## src/rtl/smart_cargo_defs.sv

```systemverilog
// Shared definitions for the cargo lift scheduler: FSM states, request layout
// and floor geometry.
package smart_cargo_defs;
  localparam int NUM_FLOORS = 4;
  localparam int FLOOR_W    = 2;
  localparam int ORG_LSB    = 0;
  localparam int DST_LSB    = 2;
  localparam int OBJ_LSB    = 4;
  localparam int REQ_W      = 6;

  typedef enum logic [2:0] {
    ST_IDLE,
    ST_FETCH,
    ST_MOVE_ORG,
    ST_LOAD,
    ST_MOVE_DST,
    ST_UNLOAD,
    ST_HALT
  } state_t;

  // Packed so that the struct bits line up with req_data[5:0].
  typedef struct packed {
    logic [FLOOR_W-1:0] obj;
    logic [FLOOR_W-1:0] dst;
    logic [FLOOR_W-1:0] org;
  } req_t;
endpackage

```

## src/rtl/cargo_req_fifo.sv

```systemverilog
// Synchronous request FIFO; pointers wrap naturally because DEPTH is a power of 2.
module cargo_req_fifo #(
  parameter int WIDTH = 6,
  parameter int DEPTH = 4
) (
  input  logic                     clk,
  input  logic                     reset,
  input  logic                     i_push,
  input  logic                     i_pop,
  input  logic [WIDTH-1:0]         i_data,
  output logic [WIDTH-1:0]         o_data,
  output logic [$clog2(DEPTH):0]   o_count,
  output logic                     o_full,
  output logic                     o_empty
);
  localparam int AW = $clog2(DEPTH);

  logic [WIDTH-1:0] r_mem [DEPTH];
  logic [AW-1:0]    r_wr_ptr;
  logic [AW-1:0]    r_rd_ptr;
  logic [AW:0]      r_count;
  logic             w_do_push;
  logic             w_do_pop;

  assign o_full    = (r_count == (AW+1)'(DEPTH));
  assign o_empty   = (r_count == '0);
  assign w_do_push = i_push && !o_full;
  assign w_do_pop  = i_pop && !o_empty;
  assign o_data    = r_mem[r_rd_ptr];
  assign o_count   = r_count;

  always_ff @(posedge clk or posedge reset) begin
    if (reset) begin
      r_wr_ptr <= '0;
      r_rd_ptr <= '0;
      r_count  <= '0;
    end else begin
      if (w_do_push) r_wr_ptr <= r_wr_ptr + 1'b1;
      if (w_do_pop)  r_rd_ptr <= r_rd_ptr + 1'b1;
      case ({w_do_push, w_do_pop})
        2'b10:   r_count <= r_count + 1'b1;
        2'b01:   r_count <= r_count - 1'b1;
        default: r_count <= r_count;
      endcase
    end
  end

  always_ff @(posedge clk) begin
    if (w_do_push) r_mem[r_wr_ptr] <= i_data;
  end
endmodule

```

## src/rtl/cargo_trip_scheduler.sv

```systemverilog
// Cargo lift trip scheduler: queues requests, then serves origin -> load ->
// destination -> unload, halting on emergency or inconsistent floor sensors.
//
//   state    | meaning
//   IDLE     | no trip; waits for a queued request
//   FETCH    | pop head request, aim at its origin
//   MOVE_ORG | drive towards origin floor
//   LOAD     | door dwell at origin
//   MOVE_DST | drive towards destination floor
//   UNLOAD   | door dwell at destination, then pulse delivered
//   HALT     | stopped by emergencia / sensor fault, resumes saved state
module cargo_trip_scheduler
  import smart_cargo_defs::*;
#(
  parameter int FIFO_DEPTH  = 4,
  parameter int DOOR_CYCLES = 1_000_000
) (
  input  logic                          clk,
  input  logic                          reset,
  input  logic                          req_valid,
  input  logic [7:0]                    req_data,
  output logic                          req_ready,
  input  logic [3:0]                    sensores_n,
  input  logic                          emergencia,
  output logic                          motor_up,
  output logic                          motor_down,
  output logic [1:0]                    current_floor,
  output logic [1:0]                    target_floor,
  output logic [1:0]                    cur_object,
  output logic                          busy,
  output logic                          delivered,
  output logic                          sensor_fault,
  output logic [$clog2(FIFO_DEPTH):0]   fifo_count
);
  localparam int DW = $clog2(DOOR_CYCLES + 1);
  localparam logic [DW-1:0] DOOR_LAST = DW'(DOOR_CYCLES - 1);

  state_t               r_state, r_saved, w_next;
  logic [FLOOR_W-1:0]   r_cur, r_target, r_dst, r_obj;
  logic [DW-1:0]        r_door;
  logic                 r_motor_up, r_motor_down, r_delivered, r_sensor_fault;

  logic [3:0]           w_active;
  logic                 w_single, w_fault, w_stop, w_arrive, w_move;
  logic [FLOOR_W-1:0]   w_sensor_idx;
  logic                 w_push, w_pop, w_full, w_empty;
  logic                 w_door_load, w_to_dst, w_deliver;
  req_t                 w_head;
  logic                 w_unused_bits;

  assign w_unused_bits = ^req_data[7:REQ_W];

  assign w_active = ~sensores_n;
  always_comb begin
    w_single     = 1'b0;
    w_fault      = 1'b0;
    w_sensor_idx = '0;
    case (w_active)
      4'b0000: ;
      4'b0001: begin w_single = 1'b1; w_sensor_idx = 2'd0; end
      4'b0010: begin w_single = 1'b1; w_sensor_idx = 2'd1; end
      4'b0100: begin w_single = 1'b1; w_sensor_idx = 2'd2; end
      4'b1000: begin w_single = 1'b1; w_sensor_idx = 2'd3; end
      default: w_fault = 1'b1;
    endcase
  end

  assign w_stop   = emergencia || w_fault;
  assign w_arrive = w_single && (w_sensor_idx == r_target);

  // Same-floor requests are acknowledged but never queued.
  assign req_ready = !w_full;
  assign w_push    = req_valid && req_ready &&
                     (req_data[ORG_LSB +: FLOOR_W] != req_data[DST_LSB +: FLOOR_W]);

  cargo_req_fifo #(.WIDTH(REQ_W), .DEPTH(FIFO_DEPTH)) u_fifo (
    .clk     (clk),
    .reset   (reset),
    .i_push  (w_push),
    .i_pop   (w_pop),
    .i_data  (req_data[REQ_W-1:0]),
    .o_data  (w_head),
    .o_count (fifo_count),
    .o_full  (w_full),
    .o_empty (w_empty)
  );

  always_comb begin
    w_next      = r_state;
    w_pop       = 1'b0;
    w_door_load = 1'b0;
    w_to_dst    = 1'b0;
    w_deliver   = 1'b0;
    if (r_state != ST_IDLE && r_state != ST_HALT && w_stop) begin
      w_next = ST_HALT;
    end else begin
      case (r_state)
        ST_IDLE:     if (!w_empty && !w_stop) w_next = ST_FETCH;
        ST_FETCH:    begin w_pop = 1'b1; w_next = ST_MOVE_ORG; end
        ST_MOVE_ORG: if (w_arrive) begin w_next = ST_LOAD; w_door_load = 1'b1; end
        ST_LOAD:     if (r_door == '0) begin w_next = ST_MOVE_DST; w_to_dst = 1'b1; end
        ST_MOVE_DST: if (w_arrive) begin w_next = ST_UNLOAD; w_door_load = 1'b1; end
        ST_UNLOAD:   if (r_door == '0) begin w_next = ST_IDLE; w_deliver = 1'b1; end
        // Reloading the door counter on exit restarts an interrupted dwell.
        ST_HALT:     if (!w_stop) begin w_next = r_saved; w_door_load = 1'b1; end
        default:     w_next = ST_IDLE;
      endcase
    end
  end

  assign w_move = ((r_state == ST_MOVE_ORG) || (r_state == ST_MOVE_DST)) && (w_next == r_state);

  always_ff @(posedge clk or posedge reset) begin
    if (reset) begin
      r_state        <= ST_IDLE;
      r_saved        <= ST_IDLE;
      r_cur          <= '0;
      r_target       <= '0;
      r_dst          <= '0;
      r_obj          <= '0;
      r_door         <= '0;
      r_motor_up     <= 1'b0;
      r_motor_down   <= 1'b0;
      r_delivered    <= 1'b0;
      r_sensor_fault <= 1'b0;
    end else begin
      r_state <= w_next;
      if (r_state != ST_HALT && w_next == ST_HALT) r_saved <= r_state;
      if (w_single) r_cur <= w_sensor_idx;
      r_sensor_fault <= w_fault;
      if (w_pop) begin
        r_target <= w_head.org;
        r_dst    <= w_head.dst;
        r_obj    <= w_head.obj;
      end else if (w_to_dst) begin
        r_target <= r_dst;
      end
      if (w_door_load)         r_door <= DOOR_LAST;
      else if (r_door != '0)   r_door <= r_door - 1'b1;
      r_motor_up   <= w_move && (r_target > r_cur);
      r_motor_down <= w_move && (r_target < r_cur);
      r_delivered  <= w_deliver;
    end
  end

  assign motor_up      = r_motor_up;
  assign motor_down    = r_motor_down;
  assign current_floor = r_cur;
  assign target_floor  = r_target;
  assign cur_object    = r_obj;
  assign busy          = (r_state != ST_IDLE);
  assign delivered     = r_delivered;
  assign sensor_fault  = r_sensor_fault;
endmodule
```

## config.mk

```make
export PLATFORM = sky130hd
export DESIGN_NAME = cargo_trip_scheduler
export DESIGN_NICKNAME = d
export VERILOG_FILES = /design/src/rtl/smart_cargo_defs.sv /design/src/rtl/cargo_req_fifo.sv /design/src/rtl/cargo_trip_scheduler.sv
export SDC_FILE = /design/constraint.sdc
export NUM_CORES = 1
export LEC_CHECK = 0
export ABC_AREA = 0
export BUFFER_PORTS_ARGS = -buffer_cell sky130_fd_sc_hd__buf_2
export CAP_MARGIN = 20
export CORE_MARGIN = 10
export CORE_UTILIZATION = 56
export CTS_CLUSTER_DIAMETER = 150
export CTS_CLUSTER_SIZE = 25
export DETAILED_ROUTE_END_ITERATION = 16
export PLACE_DENSITY = 0.78
export SYNTH_ARGS = -nofsm -noshare
export SYNTH_HDL_FRONTEND = slang
export SYNTH_HIERARCHICAL = 1
export SYNTH_SLANG_ARGS = --single-unit
```

## constraint.sdc

```tcl
create_clock -name clk -period 4.43 [get_ports clk]
set_clock_uncertainty 0.2 [all_clocks]
set_input_delay 0.2215 -clock clk [delete_from_list [all_inputs] [get_ports clk]]
set_output_delay 0.2215 -clock clk [all_outputs]
set_load 0.02 [all_outputs]
```

---- Word level (Yosys, flattened, before mapping) ----
Memories as Yosys holds them, arrays and structs flattened.
Index checks and enable logic that the tools add are counted.
operators by class
  muxes and demuxes ....................... 29
  $mul .................................... 0
  equality and inequality tests ........... 18
  shifts and indexed selects .............. 0
  bitwise gates (word level) .............. 1
  div/mod/pow operators ................... 0
  $lt $le $gt $ge ......................... 2
  reduce and logical (&&, ||, !) cells .... 29
  add/sub/neg operators ................... 5
operators with widths
  operator                                                              count
  20-bit two-way mux                                                    2
  3-bit two-way mux                                                     7
  3-bit one-hot mux with 7 select lines                                 1
  20-bit zero test                                                      1
  20-bit nonzero test                                                   1
  20-bit by 1-bit subtractor with 20-bit output, second input constant  1
  3-bit == test, second input constant                                  5
  1-bit two-way mux                                                     14
  1-bit logical AND                                                     12
  3-bit by 2-bit == test with 1-bit output, second input constant       2
  3-bit zero test                                                       2
  2-bit one-hot mux with 3 select lines                                 1
  3-bit one-hot mux with 2 select lines                                 1
  2-bit nonzero test                                                    3
  5-bit OR reduction                                                    1
  2-bit by 1-bit adder with 2-bit output, second input constant         2
  4-bit by 1-bit == test with 1-bit output, second input constant       1
  4-bit by 2-bit == test with 1-bit output, second input constant       1
  4-bit by 3-bit == test with 1-bit output, second input constant       1
  4-bit == test, second input constant                                  1
  4-bit zero test                                                       1
  2-bit two-way mux                                                     2
  4-bit NOT                                                             1
  4-bit OR reduction                                                    1
  16 further kinds                                                      19
storage, ports and cells
  memory bits (read-only) ................. 0
  memory bits (writable) .................. 24
  memories kept ........................... 1
  bits in latches ......................... 0
  output and inout bits ................... 15
  input port bits ......................... 16
  logic and storage cells ................. 99
  register bits after elaboration ......... 45
memory list
  name          words  bits a word  rd ports  clocked after Yosys merged registers in  wr ports  RTL line              text
  u_fifo.r_mem  4      6            1         0                                        1         cargo_req_fifo.sv:18  logic [WIDTH-1:0] r_mem [DEPTH];

---- Depth between registers and ports, before layout ----
Gate-level depths: netlist (run 1).
  depth after elaboration ................. 13
  gate-level depth with buffers ........... 12
  mapped depth without buffers ............ 11

---- By module ----
Netlist (run 1), hierarchy kept.
modules (own cells, without submodules)
  module                area an instance (µm²)  sequential area each (µm²)  cells each  times used
  cargo_trip_scheduler  2272.2                  950.9                       245         1
  cargo_req_fifo        1313.8                  895.9                       71          1

---- Worst setup path before layout (run 1) ----
OpenSTA, ideal clock, no wires.
  kind .................................... register to register
  start ................................... reg r_state[1]
  end ..................................... reg u_fifo.r_count[2], in the netlist u_fifo/o_count[2]
  slack ................................... 1.867 ns
  data required time ...................... 4.150 ns
  setup time .............................. 0.080 ns
  cell stages (with the launch flop) ...... 12
  data arrival time ....................... 2.283 ns
  cell sequence ........................... dfrtp_1 -> clkbuf_1 -> nor2_1 -> nand3_1 -> inv_1 -> nor2b_2 -> ha_1 -> inv_1 -> fa_1 -> xor2_1 -> nor2_1 -> xor2_1
on the way
  word-level cells in the longest chain between the ends .. 7
ends and longest elaborated chain
  item                                                                                RTL line                     text
  from (decl)                                                                         cargo_trip_scheduler.sv:38   state_t r_state, r_saved, w_next;
  from (signal assigned)                                                              cargo_trip_scheduler.sv:127  r_state <= w_next;
  3-bit inequality test / 3-bit nonzero test (equally long branches)                  cargo_trip_scheduler.sv:94   if (r_state != ST_IDLE && r_state != ST_HALT && w_stop) begin
  1-bit logical AND (2 in series)                                                     cargo_trip_scheduler.sv:94
  1-bit two-way mux (*)                                                               cargo_trip_scheduler.sv:94
  net w_pop                                                                           cargo_trip_scheduler.sv:46   logic w_push, w_pop, w_full, w_empty;
  1-bit logical AND (*)                                                               cargo_req_fifo.sv:28         assign w_do_pop = i_pop && !o_empty;
  net u_fifo.w_do_pop                                                                 cargo_req_fifo.sv:23         logic w_do_pop;
  2-bit by 1-bit == test with 1-bit output / 2-bit == test (equally long branches)    cargo_req_fifo.sv:40         case ({w_do_push, w_do_pop})
  3-bit one-hot mux with 2 select lines / 2-bit nonzero test (equally long branches)  --
  to (signal assigned)                                                                cargo_req_fifo.sv:41         2'b10: r_count <= r_count + 1'b1;
  to (signal assigned)                                                                cargo_req_fifo.sv:42         2'b01: r_count <= r_count - 1'b1;
  to (signal assigned)                                                                cargo_req_fifo.sv:43         default: r_count <= r_count;
  to (decl)                                                                           cargo_req_fifo.sv:21         logic [AW:0] r_count;
Mark *: on every way through the listed nets, which the timed path passes. The rest lies on a longest branch.
A chain may end at the register's enable or synchronous reset.

---- Worst setup path after layout (run 1) ----
  start ................................... in sensores_n[1]
  end ..................................... reg u_fifo.r_count[2], in the netlist u_fifo/o_count[2]
on the way
  word-level cells in the longest chain between the ends .. 10
ends and longest elaborated chain
  item                                                                                RTL line                    text
  from (decl)                                                                         cargo_trip_scheduler.sv:23  input logic [3:0] sensores_n,
  4-bit NOT (*)                                                                       cargo_trip_scheduler.sv:53  assign w_active = ~sensores_n;
  4-bit == test, or another cell as far along                                         cargo_trip_scheduler.sv:58  case (w_active)
  5-bit OR reduction (no source line) (*)                                             --
  1-bit two-way mux (*)                                                               cargo_trip_scheduler.sv:58
  1-bit logical OR (*)                                                                cargo_trip_scheduler.sv:68  assign w_stop = emergencia || w_fault;
  1-bit logical AND (*)                                                               cargo_trip_scheduler.sv:94
  1-bit two-way mux (*)                                                               cargo_trip_scheduler.sv:94
  net w_pop                                                                           cargo_trip_scheduler.sv:46
  1-bit logical AND (*)                                                               cargo_req_fifo.sv:28
  net u_fifo.w_do_pop                                                                 cargo_req_fifo.sv:23
  2-bit by 1-bit == test with 1-bit output / 2-bit == test (equally long branches)    cargo_req_fifo.sv:40
  3-bit one-hot mux with 2 select lines / 2-bit nonzero test (equally long branches)  --
Marked as above.

==> results of run 1 <==
## routing by layer
layer  global-route usage, %  vias to the layer above  routed length [µm]
met5                       0                        -                   0
met4                    5.65                        0                  85
met3                    4.53                        6                 299
met2                    23.0                       48                3360
met1                    17.9                     1210                3080
li1                        -                     1221                   -
## flip-flops by register name, indices dropped and copies added (netlist names)
| register | count |
|---|---|
| cur_object | 2 |
| current_floor | 2 |
| delivered | 1 |
| motor_down | 1 |
| motor_up | 1 |
| r_door | 20 |
| r_dst | 2 |
| r_saved | 3 |
| r_state | 3 |
| sensor_fault | 1 |
| target_floor | 2 |
| u_fifo/o_count | 3 |
| u_fifo/r_mem | 24 |
| u_fifo/r_rd_ptr | 2 |
| u_fifo/r_wr_ptr | 2 |
## synthesized netlist by cell type, types with 8 or more instances
cell type   n  share of area [%]
xor2_1      9                2.2
nor3_1     13                1.8
a21oi_1    10                1.4
edfxtp_1   24                 20
xnor2_1     9                2.2
dfrtp_1    45                 31
nand2_1    27                2.8
inv_1      22                2.3
nand3b_1    9                1.9
ha_1        8                2.8
nor2_1     21                2.2
## repair_timing
| item | 4_1_cts | 5_1_grt |
|---|---|---|
| resized for setup | 0 | 0 |
| endpoints found under the hold margin | 70 | 0 |
| hold buffers | 8 | 0 |
## kinds of logic (layout without fill, tap and decap cells)
logic type                 after synthesis  in the layout  share of synthesized area [%]
AOI/OAI and AO/OA                       54             54                           11.7
xor gates and xnor gates                18             18                           4.40
adders and majority gates                9              9                           3.35
buffers and inverters                   36             76                           4.26
DFF                                     69             69                           51.5
muxes                                   14             14                           6.28
and+or+nand+nor                        116            116                           18.5
## where the power goes
part / total (mW) / internal (mW) / switching [mW]
Sequential: 0.864 / 0.767 / 0.0972
Combinational: 0.436 / 0.189 / 0.247
Clock: 0.522 / 0.268 / 0.254
Total: 1.82 / 1.22 / 0.599
## layout by cell type (no fill, tap or decap), drive strengths merged, types with 2 or more instances in the layout
master       count
nand3            7
o211ai           4
nand4            3
and4             2
or3b             2
a31oi            3
ha               8
nor2b            7
and2             7
o21a             2
xnor2            9
mux2i            3
a211o            4
xor2             9
nor3b            2
nor2            21
dlygate4sd3      8
nor4             6
a21o             2
o31ai            2
inv             26
nand2           27
nand3b           9
mux4             6
o22ai            3
dfrtp           45
edfxtp          24
clkinv           2
and3             2
or3              3
mux2             5
nor3            13
a211oi           5
a21oi           11
buf             30
o21ai            7
clkbuf           9
## through the flow
stage | instance area (µm²) | total power [mW] | util, %
finish | 4050 | 1.82 | 64.5
CTS | 4050 | 1.85 | 64.5
global route | 4050 | 1.93 | 64.5
global placement | 3770 | 1.28 | 60.0
floorplan | 3590 | 1.19 | -
detailed placement | 3770 | 1.31 | 60.0
## worst max-delay path, cell delays in order
cell           delay [ns]
dlygate4sd3_1        0.52
buf_2                0.18
o211ai_1             0.14
a21oi_1              0.18
buf_4                0.21
nand3_1              0.27
inv_1                0.16
nor2b_2              0.19
ha_1                 0.19
inv_1                0.06
fa_1                 0.37
xor2_1               0.15
nor2_1               0.11
xor2_1               0.16
## cell type report
type	count	share of cell area, %
tap	77	2.38
timing repair buffer	38	5.81
sequential	69	45.6
multi-input combinational	211	39.2
clock inverter	7	1.95
clock buffer	9	3.06
inverter	22	2.04
## worst max-delay path by stage
stage	start	end	slack [ns]	cells past startpoint
final	sensores_n[1]	u_fifo/o_count[2]	1.38	14
after global routing	sensores_n[1]	u_fifo/o_count[2]	1.16	14
after global placement	r_state[1]	u_fifo/o_count[2]	1.53	10
after floorplan	r_state[1]	u_fifo/o_count[2]	1.87	11
after detailed placement	r_state[1]	u_fifo/o_count[2]	1.45	10
after CTS	sensores_n[1]	u_fifo/o_count[2]	1.36	14
==> reports/summary.txt, run 1 <==
Status = finished clean
Largest fanout on the critical path = 13
WHS Endpoint = current_floor[0]
CTS tree = done
Reg-to-reg endpoint = u_fifo/o_count[2]
Pre-CTS WS = 1.45 ns
DIE AREA = 10000 µm²
Setup TNS = 0 ns
Startpoint Class = input port
Max cap viols = 0
Sequential cell area = 1850 µm²
Die X = 100 µm
Fin crit period = 3.05 ns
Top-Level Pins = 31
Area of the multi-input gates = 1590 µm²
Overflow after GRT = 0
Register area share after synthesis = 51.5%
Worst vdd ir = 0.351 mV
Post-route DRC = 0
Largest net degree at the start of global routing = 39
HP Start = sensores_n[2]
CP Class = input port to flip-flop
Post-synth cell types = 67
Mapped Area = 3590 µm²
Synthesized flop and latch total = 69
Yosys warning count = 6
Remaining antenna violation count = 0
Final setup viols = 0
Worst hold slack = 0.0509 ns
First-pass GRT wire length = 11600 µm
TritonCTS Sinks = 69
WHS Path Cells = 3
Reg2Reg Depth = 10
EDFF count, synth = 24
Pre-antenna DRT Iters = 4
DR vias = 2485
Arr. time, crit path = 3.13 ns
HP Class = input port to flip-flop
Cell area power density = 450 nW/µm²
Cts bufs inserted = 9
Starting Density = 57.1%
Syn Inst Count = 316
Share of async-settable or async-resettable flops after synthesis = 65.2%
Worst-margin pin slew = 0.655 ns
Post-synth top flop = dfrtp_1
Die Y = 100 µm
Antenna cells = 0
Final worst-path setup slack = 1.38 ns
Root Buffer = clkbuf_8
Critical path capture point type = flip-flop
Final Slew Violations = 0
Layout area overhead = 12.9%
Final Non-Filler Cells = 433
Maximum clock frequency = 327 MHz
Leak Pwr = 1.69 nW
Iter 0 DRT Violations = 108
Reg2reg setup slack = 1.46 ns
Final #Nets = 376
Core area = 6280 µm²
Average size of a mapped cell = 11.3 µm²
RSZ-0062 raised after global routing = no
Routed WL per cell = 15.7 µm
Clock Pin Slew Worst Setup and Hold Paths = 0.08 ns
Core Rows = 29
CTS Buffer Depth = 2
Final WL = 6820 µm
Reg2reg start = r_state[1]
DPL Wire Length = 4770 µm
H-tree Lvls = 3
Tot GR Track Use = 14.4%
Number of global-route vias before repair = 2422
Layout cells sized above 1 = 21.6%
GPL Wtd Cong = 0.866
Final period utilization = 68.9%
Rel. slew slack = 56.4%
Placed instance count = 409
Clock Latency Late Sink = 0.35 ns
Initial antenna violation count = 0
Port buffer count = 28
Postcts setup bufs = 0
Fill cells = 506
Via-to-Cell Ratio = 5.74
Req. time, crit path = 4.50 ns
Syn nets = 341
Final hold viol count = 0
No activity file was read; power rests on OpenSTA's default activity.
==> inputs of run 2 (changes only) <==
--- a/config.mk
+++ b/config.mk
@@ -9,7 +9,7 @@
 export BUFFER_PORTS_ARGS = -buffer_cell sky130_fd_sc_hd__buf_2
 export CAP_MARGIN = 20
 export CORE_MARGIN = 10
-export CORE_UTILIZATION = 56
+export CORE_UTILIZATION = 54
 export CTS_CLUSTER_DIAMETER = 150
 export CTS_CLUSTER_SIZE = 25
 export DETAILED_ROUTE_END_ITERATION = 16
==> constraint.sdc (replaced) <==
create_clock -name clk -period 2.5 [get_ports clk]
set_clock_uncertainty 0.2 [all_clocks]
set_input_delay 0.125 -clock clk [delete_from_list [all_inputs] [get_ports clk]]
set_output_delay 0.125 -clock clk [all_outputs]
set_load 0.02 [all_outputs]
==> run 2 against run 1 <==
  * Die area increased by 3.0%
  * Setup slack got worse by 1.2 ns
  * First-iteration DRC count increased by 36%
  * Power increased by 78%
  * Critical path depth decreased by 2
  * Sequential cell count unchanged
  * Largest cell class unchanged
  * Combinational power increased by 110%
==> reports/summary.txt, run 2 (synthesized netlist as in run 1, its figures left out) <==
Status = finished clean
Antenna cells = 0 (unchanged)
Worst vdd ir = 0.654 mV (+86%)
Final setup viols = 0 (unchanged)
CTS Buffer Depth = 2 (unchanged)
Pre-CTS WS = 0.102 ns (-1.35 ns)
DIE AREA = 10300 µm² (+3.0%)
Tot GR Track Use = 14.5% (+0.064 points)
Largest fanout on the critical path = 7 (-6)
Max cap viols = 0 (unchanged)
Worst Setup SP = req_data[2]
Leak Pwr = 1.76 nW (+4.2%)
Maximum clock frequency = 424 MHz
End of the critical path = u_fifo/o_count[2]
RSZ-0062 raised after global routing = no
Top-Level Pins = 31 (unchanged)
Top Registers = u_fifo/r_mem x24, r_door x20
Via-to-Cell Ratio = 5.69 (-0.93%)
Number of global-route vias before repair = 2522 (+4.1%)
Core area = 6390 µm² (+1.7%)
Net Sw Frac = 33.8% (+0.98 points)
Reg2reg start = u_fifo/o_count[0]
TritonCTS Sinks = 69 (unchanged)
Cts bufs inserted = 9 (unchanged)
Routed WL per cell = 15.8 µm (about the same)
CP Class = input port to flip-flop
HP Class = input port to flip-flop
Remaining antenna violation count = 0 (unchanged)
Arr. time, crit path = 2.42 ns (-0.71 ns)
Fin crit period = 2.36 ns
Starting Density = 56.2% (-0.97 points)
Max reg flops = 24 (unchanged)
Layout cells sized above 1 = 26.7% (+5.0 points)
Most common cell after layout, fill and taps aside = dfrtp_1
Gate power share = 28.4% (+4.5 points)
Req. time, crit path = 2.57 ns (-1.93 ns)
Core Rows = 29 (unchanged)
Largest Register = u_fifo/r_mem
Iter 0 DRT Violations = 147 (+36%)
Final period utilization = 94.4%
DR vias = 2570 (+3.4%)
Most frequent cells in the layout = dfrtp_1 (44), buf_2 (28), nand2_1 (27)
Final worst-path setup slack = 0.140 ns (-1.24 ns)
Reg power frac = 46.0% (-1.4 points)
Overall Power = 3.24 mW (+78%)
Crit path top cell by count = xor2_1
Overflow after GRT = 0 (unchanged)
Clock Pin Slew Worst Setup and Hold Paths = 0.07 ns (about the same)
GPL Wtd Cong = 0.804 (-7.2%)
Die X = 101 µm (+1.5%)
Reg-to-reg endpoint = u_fifo/o_count[2]
Setup TNS = 0 ns (unchanged)
Root Buffer = clkbuf_8
Rel. slew slack = 66.9% (+10 points)
CTS tree = done
Initial antenna violation count = 0 (unchanged)
Startpoint Class = input port
Pre-antenna DRT Iters = 6 (+2)
Clock Latency Late Sink = 0.35 ns (about the same)
Largest net degree at the start of global routing = 39 (unchanged)
Worst hold slack = 0.0499 ns (-0.000961 ns)
Final hold viol count = 0 (unchanged)
Critical Path Max Stage Delay = 0.53 ns (about the same)
Layout area overhead = 17.0%
Worst-margin pin slew = 0.495 ns (-0.159 ns)
Clock Power Share = 25.6% (-3.0 points)
DPL Wire Length = 5070 µm (+6.4%)
H-tree Lvls = 3 (unchanged)
First-pass GRT wire length = 12100 µm (+3.9%)
Reg2reg setup slack = 0.17 ns (-1.29 ns)
Cell area power density = 773 nW/µm² (+72%)
Post-route DRC = 0 (unchanged)
Reg2Reg Depth = 11 (+1)
Power Internal = 2.15 mW (+75%)
Final WL = 7120 µm (+4.5%)
Crit-path cells = dlygate4sd3_1 > buf_2 > xor2_1 > o211a_1 > nor2b_4 > inv_1 > ha_2 > inv_1 > fa_2 > xor2_1 > nor2_1 > xor2_1
Critical path capture point type = flip-flop
Critical path's slowest cell = dlygate4sd3_1
Fill cells = 518 (+2.4%)
Die Y = 101 µm (+1.5%)
Sw power = 1.10 mW (+83%)
Final Slew Violations = 0 (unchanged)
Port buffer count = 28 (unchanged)
Final #Nets = 395 (+5.1%)
run 2: cell count changes in the layout (fill, tap and decap cells not counted), moves of 2 or more:
cell	before	now
ha_2	0	2
ha_1	8	6
buf_4	2	18
dlygate4sd3_1	8	11
run 2: critical path, delay by kind of cell:
kind	cells	cell delay (ns)
XOR/XNOR	3	0.48
AND/OR/NAND/NOR	2	0.27
adder cells (fa/ha/maj)	2	0.51
AO/OA/AOI/OAI	1	0.23
buffers and inverters	4	0.80
run 2: worst min-delay path by stage:
stage / slack [ns] / depth (start not counted) / end / start
floorplan: -0.27 / 1 / u_fifo/o_count[0] / reset
global route: 0.07 / 4 / r_state[0] / emergencia
detailed placement: -0.11 / 2 / u_fifo/o_count[1] / reset
finish: 0.05 / 4 / r_state[0] / emergencia
global placement: -0.10 / 2 / u_fifo/o_count[1] / reset
CTS: 0.03 / 4 / r_state[0] / emergencia
run 2: routing by layer:
metal	up-vias	global-route usage, %	part of all wire (%)
met1	1262	18.2	45
met2	47	23.5	49
li1	1251	-	-
met5	-	0	0
met4	0	6.54	1.3
met3	10	3.20	4.2
run 2: final cells by class:
type | count | area (µm²) | share of cell area, %
Inverter | 22 | 82.6 | 1.97
Timing Repair Buffer | 57 | 385 | 9.19
Clock inverter | 7 | 56.3 | 1.34
Clock buffer | 9 | 124 | 2.95
Sequential cell | 69 | 1850 | 44.1
Tap cell | 77 | 96.3 | 2.30
Multi-Input combinational cell | 211 | 1600 | 38.2
run 2: power groups by stage:
| stage | Sequential [mW] | Combinational [mW] | Clock, mW |
|---|---|---|---|
| finish | 1.49 | 0.920 | 0.831 |
| global route | 1.51 | 1.03 | 0.899 |
| CTS | 1.49 | 0.890 | 0.853 |
| detailed placement | 1.51 | 0.867 | 0 |
| global placement | 1.50 | 0.828 | 0 |
| floorplan | 1.53 | 0.579 | 0 |
run 2: repair_timing:
| action | in CTS | in global routing |
|---|---|---|
| hold endpoints to repair | 71 | 0 |
| hold buffers | 11 | 0 |
| setup buffers | 0 | 2 |
| resized for setup | 0 | 6 |
| endpoints found under the setup margin | 0 | 9 |
run 2: per-stage QoR:
stage               instances  instance area (µm²)  utilization, %
finish                    452                 4200            65.7
global route              452                 4200            65.7
CTS                       450                 4170            65.2
detailed placement        423                 3870            60.7
global placement          423                 3870            60.7
floorplan                 316                 3590               -
